<file path="src/rtl/counter_monitor.sv">
// Watches an external bounded counter (x, m, n) against internal shadow copies.
// Flags the first fault, classifies its cause, and tracks progress and hold time.
module counter_monitor #(
   parameter int unsigned N_INIT = 500
) (
   input  logic        clk,
   input  logic        rst,
   input  logic        selector,
   input  logic [10:0] x_in,
   input  logic [10:0] m_in,
   input  logic [10:0] n_in,
   output logic        err,
   output logic [1:0]  err_code,
   output logic        done,
   output logic [10:0] steps,
   output logic [7:0]  hold_cnt
);

   typedef enum logic [1:0] {
      S_RUN  = 2'd0,
      S_DONE = 2'd1,
      S_FAIL = 2'd2
   } state_t;

   localparam logic [10:0] N_RST = 11'(N_INIT);

   state_t      state_q, state_d;
   logic [10:0] sx_q, sx_d;
   logic [10:0] sm_q, sm_d;
   logic [10:0] sn_q, sn_d;
   logic [10:0] px_q, px_d;
   logic        pv_q, pv_d;
   logic        err_q, err_d;
   logic [1:0]  code_q, code_d;
   logic        done_q, done_d;
   logic [10:0] steps_q, steps_d;
   logic [7:0]  hold_q, hold_d;

   logic        checking;
   logic        mis, inv, dec;
   logic        fail_now;
   logic [1:0]  cause;

   always_comb begin
      checking = (state_q != S_FAIL);
      mis      = (x_in != sx_q) || (m_in != sm_q) || (n_in != sn_q);
      inv      = (x_in >= n_in) && (n_in != 11'd0) && (m_in >= n_in);
      dec      = pv_q && (x_in < px_q);
      fail_now = checking && (mis || inv || dec);
      // Invariant beats decrease beats plain mismatch
      if (inv)      cause = 2'd2;
      else if (dec) cause = 2'd3;
      else if (mis) cause = 2'd1;
      else          cause = 2'd0;
   end

   always_ff @(posedge clk) begin
      if (rst) begin
         state_q <= S_RUN;
         sx_q    <= 11'd0;
         sm_q    <= 11'd0;
         sn_q    <= N_RST;
         px_q    <= 11'd0;
         pv_q    <= 1'b0;
         err_q   <= 1'b0;
         code_q  <= 2'd0;
         done_q  <= 1'b0;
         steps_q <= 11'd0;
         hold_q  <= 8'd0;
      end else begin
         state_q <= state_d;
         sx_q    <= sx_d;
         sm_q    <= sm_d;
         sn_q    <= sn_d;
         px_q    <= px_d;
         pv_q    <= pv_d;
         err_q   <= err_d;
         code_q  <= code_d;
         done_q  <= done_d;
         steps_q <= steps_d;
         hold_q  <= hold_d;
      end
   end

   always_comb begin
      state_d = state_q;
      case (state_q)
         S_RUN: begin
            if (fail_now)            state_d = S_FAIL;
            else if (x_in == n_in)   state_d = S_DONE;
         end
         S_DONE: begin
            if (fail_now)            state_d = S_FAIL;
         end
         default:                    state_d = S_FAIL;
      endcase
   end

   always_comb begin
      sx_d    = sx_q;
      sm_d    = sm_q;
      sn_d    = sn_q;
      px_d    = px_q;
      pv_d    = pv_q;
      err_d   = err_q;
      code_d  = code_q;
      steps_d = steps_q;
      hold_d  = hold_q;
      done_d  = (state_d == S_DONE);
      if (checking) begin
         px_d = x_in;
         pv_d = 1'b1;
         if (fail_now) begin
            err_d  = 1'b1;
            code_d = cause;
         end else begin
            if (sx_q < sn_q) begin
               sx_d = sx_q + 11'd1;
               if (selector) sm_d = sx_q;
               if (steps_q != 11'h7FF) steps_d = steps_q + 11'd1;
            end
            if (state_q == S_DONE && hold_q != 8'hFF)
               hold_d = hold_q + 8'd1;
         end
      end
   end

   assign err      = err_q;
   assign err_code = code_q;
   assign done     = done_q;
   assign steps    = steps_q;
   assign hold_cnt = hold_q;

endmodule

</file>
<file path="config.mk">
export PLATFORM = sky130hd
export DESIGN_NAME = counter_monitor
export DESIGN_NICKNAME = d
export VERILOG_FILES = /design/src/rtl/counter_monitor.sv
export SDC_FILE = /design/constraint.sdc
export NUM_CORES = 1
export LEC_CHECK = 0
export BUFFER_PORTS_ARGS = -buffer_cell sky130_fd_sc_hd__buf_4
export CORE_UTILIZATION = 55
export DETAILED_ROUTE_END_ITERATION = 7
export GPL_TIMING_DRIVEN = 0
export PLACE_DENSITY = 0.76
export SYNTH_ARGS = -nofsm -noshare
export SYNTH_HDL_FRONTEND = slang
export SYNTH_SLANG_ARGS = --single-unit
</file>
<file path="constraint.sdc">
create_clock -name clk -period 4.3 [get_ports clk]
set_clock_uncertainty 0.05 [all_clocks]
set_input_delay 1.075 -clock clk [delete_from_list [all_inputs] [get_ports clk]]
set_output_delay 1.075 -clock clk [all_outputs]
set_load 0.02 [all_outputs]
</file>
**After elaboration in Yosys (flattened, before gate mapping)**

Cells that the tools add are included.

- Bits in registers: 59
- Word-level logic and storage cells: 50
- Output and inout port bits: 23

- Bitwise logic cells: 1
- Reduce and logical (&&, ||, !) cells: 16
- Mux-type cells: 7
- Add/subtract/negate cells: 3
- $lt $le $gt $ge: 4
- Equality and inequality tests: 9

Operators by type and width:

| kind | number |
|---|---|
| 11-bit by 1-bit adder with 11-bit output, second input constant | 2 |
| 11-bit >= comparator | 2 |
| 11-bit inequality test | 2 |
| 11-bit equality test | 1 |
| 11-bit < comparator | 1 |
| 11-bit by 9-bit < comparator with 1-bit output, second input constant | 1 |
| 11-bit inequality test, second input constant | 1 |
| 11-bit by 9-bit inequality test with 1-bit output, second input constant | 1 |
| 11-bit nonzero test | 1 |
| 2-bit 2-to-1 mux | 5 |
| 8-bit by 1-bit adder with 8-bit output, second input constant | 1 |
| 8-bit inequality test, second input constant | 1 |
| 4-bit AND reduction | 2 |
| 3-bit AND reduction | 2 |
| 1-bit logical AND | 5 |
| 2-bit by 1-bit equality test with 1-bit output, second input constant | 2 |
| 1-bit logical OR | 4 |
| 2-bit case mux with 2 select lines | 1 |
| 2-bit zero test | 1 |
| 2-bit inequality test, second input constant | 1 |
| 2-bit AND reduction | 1 |
| 1-bit 2-to-1 mux | 1 |
| 1-bit NOT | 1 |

**Depth between registers and ports, before layout**

- Depth after elaboration: 9
- Depth in mapped cells: 11
- Gate-level depth less buffers: 9

**Worst setup path after synthesis**

No wires, ideal clock.

- Path kind: input to register
- From: input port n_in[5]
- To: register sm_q[2]
- Arrival time: 3.282 ns
- Cell stages on the path: 9
- Setup time: 0.121 ns
- Slack: 0.847 ns
- Path through: inv_1 -> ha_1 -> and3_1 -> a221o_1 -> a221oi_1 -> o21a_1 -> clkbuf_1 -> nand3_1 -> mux2_2

- Longest elaborated chain between the ends: 8
- Elaborated cells on any way between the ends: 12
- Classes of those cells: order compare: 2; eq/ne: 1; bitwise: 1; reduce/logical: 8

Ends and longest elaborated chain:

| element | RTL line | text |
|---|---|---|
| from (decl) | 11 | `input logic [10:0] n_in,` |
| 11-bit >= comparator or 11-bit nonzero test (tied branches) | 47 | `inv = (x_in >= n_in) && (n_in != 11'd0) && (m_in >= n_in);` |
| 1-bit logical AND (2 in series) | 47 |  |
| 1-bit logical OR (*) (2 in series) | 49 | `fail_now = checking && (mis \|\| inv \|\| dec);` |
| 1-bit logical AND (*) | 49 |  |
| 1-bit NOT (no line) (*) | n/a |  |
| 4-bit AND reduction (no line) (*) | n/a |  |
| to (signal assigned) | 73 | `sm_q <= sm_d;` |
| to (decl) | 29 | `logic [10:0] sm_q, sm_d;` |

Mark *: on every way between the ends. The rest lies on a longest branch, timed or not.
A chain may end at the register's enable or synchronous reset.

**Worst setup path in the final report**

- From: input port n_in[5]
- To: register sx_q[4]

- Longest elaborated chain between the ends: 8
- Elaborated cells on any way between the ends: 12
- Classes of those cells: order compare: 2; eq/ne: 1; bitwise: 1; reduce/logical: 8

Ends and longest elaborated chain:

| element | RTL line | text |
|---|---|---|
| 11-bit >= comparator or 11-bit nonzero test (tied branches) | 47 |  |
| 1-bit logical AND (2 in series) | 47 |  |
| 1-bit logical OR (*) (2 in series) | 49 |  |
| 1-bit logical AND (*) | 49 |  |
| 1-bit NOT (no line) (*) | n/a |  |
| 3-bit AND reduction (no line) (*) | n/a |  |
| to (signal assigned) | 60 | `sx_q <= 11'd0;` |
| to (signal assigned) | 72 | `sx_q <= sx_d;` |
| to (decl) | 28 | `logic [10:0] sx_q, sx_d;` |

Marks and branches as above.

==> flow_metrics.tcl <==
set metrics [dict create \
    status "complete, no violations" \
    drt-vias-per-instance 5.93 \
    area_growth_pct 20.1 \
    die_w_um 83.1 \
    cts_made_buffers 9 \
    synth_top_family_by_area "simple AND/OR/NAND/NOR gates" \
    critical-path-max-stage-delay_ps 480 \
    synth-compound-area-share_pct 17.6 \
    worst-path-buf-inv 4 \
    synth_adder_area_share_pct 12.1 \
    antenna_left 0 \
    grt_first_pass_wirelength_mm 15.9 \
    dpl.hpwl_mm 7.16 \
    p_per_area_mw_per_mm2 294 \
    root_buffer "clkbuf_8" \
    fin_crit_sh_pct 88.2 \
    netlist_area_mm2 0.00362 \
    fmax_mhz 264 \
    ys_seq_area_share_pct 32.6 \
    setup_tns_ps 0 \
    clkLatencyLatePin_ps 350 \
    worstPathArrival_ps 3950 \
    wl_per_cell_um 16.4 \
    cts_tree "done" \
    cts_resized 0 \
    relSlewSlack_pct 60.4 \
    cts.path.max_buffers 2 \
    whs_ps 403 \
    setup_slack_ps 506 \
    grt_pass1_vias 3245 \
    start_kind "primary input" \
    setup_violations 0 \
    synth.yosys.warnings 0 \
    cts_sinks 59 \
    hold_viol_final 0 \
    fillers 550 \
    cts_setup_buffers 0 \
    core-area_mm2 0.00635 \
    totalWireLength_mm 9.62 \
    drv_slew 0 \
    pre_cts_ws_ps 206 \
    start_util_pct 57.0 \
    crit_path_cell_trace "buf_4 > inv_1 > ha_1 > and3_1 > a221o_1 > a221oi_1 > o21ai_1 > clkbuf_1 > clkbuf_1 > o31ai_1 > a21oi_1" \
    hp-class "register to register" \
    io_pins 59 \
    drt_first_iter_violations 205 \
    rsz0062_at_grt "false" \
    max-vdd-ir-drop_uv 213 \
    drt_first_pass_iters 5 \
    hold_buffers 0 \
    cpMostUsedCell "clkbuf_1" \
    p_leak_nw 1.86 \
    antenna_cells 0 \
    worstMarginPinSlew_ps 590 \
    globalRouteOverflowTotal 0 \
    layout-drive-gt1-share_pct 16.7 \
    synth-simple-area-share_pct 24.4 \
    fin_util_pct 68.5 \
    finalCriticalPeriod_ps 3790 \
    synth_edf_count 0 \
    clkTransAtPathRegs_ps 70 \
    route.vias.total 3473 \
    dieArea_mm2 0.00691 \
    critPathMaxFanout 10 \
    ys_ff_latch 59 \
    cts_max_level 3 \
    final_common_cell "dfxtp_1" \
    die_y_um 83.1 \
    core.rowCount 29 \
    slowest_stage "a221oi_1" \
    grt_max_degree 11 \
    cp.required_ps 4450 \
    critical_path_class "primary input to register" \
    syn-num-nets 507 \
    synthArstFlopShare_pct 0 \
    cap_viol_max_count 0 \
    synth_ff_type "dfxtp_1" \
    final_cell_mix "dfxtp_1 (59), buf_4 (57), a21oi_1 (52)" \
    cp_top_family "compound AO/OA/AOI/OAI gates" \
    layout.nets 575 \
    muxShareOfSynthArea_pct 2.35 \
    antenna_found_initial 0 \
    synth-xor-area-share_pct 5.33 \
    avgSynthCellArea_um2 8.30 \
    drc_errors 0 \
    yosysUniqueCellTypes 48 \
    port_buffers 57 \
    synth_cells 436 \
    gp_congestion 0.868 \
    grtUsageTotal_pct 28.5 \
    crit_path_end_kind "register" \
]
-- through the flow --
| step | power [mW] | cells | instance area, um2 |
|---|---|---|---|
| 6_report | 1.28 | 586 | 4350 |
| 5_1_grt | 1.33 | 586 | 4350 |
| 4_1_cts | 1.28 | 586 | 4350 |
| 3_5_place_dp | 0.759 | 570 | 4140 |
| 3_3_place_gp | 0.754 | 570 | 4140 |
| 2_1_floorplan | 0.681 | 436 | 3620 |
-- Yosys cell counts, types with 9 or more instances --
master,n,area (um2)
nor2_1,14,52.6
a21oi_1,52,260
o31ai_1,21,158
nand3_1,19,95.1
xor2_1,22,193
clkbuf_1,19,71.3
nand2b_1,9,56.3
inv_1,29,109
ha_1,35,438
o21ai_0,11,55.1
or4_1,17,128
dfxtp_1,59,1180
nand2_1,35,131
nand4_1,11,68.8
-- routing by layer --
| metal | GRT usage, % | vias up | part of all wire (%) |
|---|---|---|---|
| li1 | - | 1738 | - |
| met1 | 38.7 | 1604 | 47 |
| met4 | 10.2 | 0 | 1.5 |
| met5 | 0 | - | 0 |
| met3 | 4.97 | 17 | 5.6 |
| met2 | 45.4 | 114 | 45 |
-- worst paths after layout --
check,startpoint,end,slack (ps),cells after the start
max,n_in[5],sx_q[4],510,11
min,px_q[0],px_q[0],400,2
max reg2reg,sx_q[7],sm_q[3],1190,8
min reg2reg,px_q[0],px_q[0],400,2
-- area by class of cell --
class	instances	area, um2	share of cell area (%)
buffer	22	92.6	2.13
multi-input combinational	326	2240	51.4
clock buffer	12	155	3.57
timing repair buffer	57	428	9.84
inverter	29	109	2.50
sequential	59	1180	27.2
tap	77	96.3	2.22
clock inverter	4	48.8	1.12
-- logic make-up (layout without fill, tap and decap cells) --
logic type               Yosys count  count (layout)
XOR/XNOR                          22              22
buffers and inverters             51             124
multiplexers                       8               8
flip-flops                        59              59
AO/OA/AOI/OAI                    105             105
AND/OR/NAND/NOR                  156             156
adder cells (fa/ha/maj)           35              35
-- where the power goes --
group          leakage [nW]  switching, mW  internal [mW]  total (mW)
logic                  1.27          0.117         0.0733       0.190
clock network         0.106          0.230          0.298       0.528
registers             0.479        0.00464          0.555       0.560
-- state kept, by name, summed over array words and instances (netlist names) --
signal	count
px_q	11
sm_q	11
steps	11
sx_q	11
hold_cnt	8
err_code	2
state_q	2
done	1
err	1
pv_q	1
-- worst reg2reg max path: cells and delay by family (launching register included) --
kind                      cells  cell delay (ps)
muxes                         1              390
DFF                           1              380
buffers and inverters         1              310
xor gates and xnor gates      1              190
and+or+nand+nor               5             1690
Power figures use the tool's default switching activity.
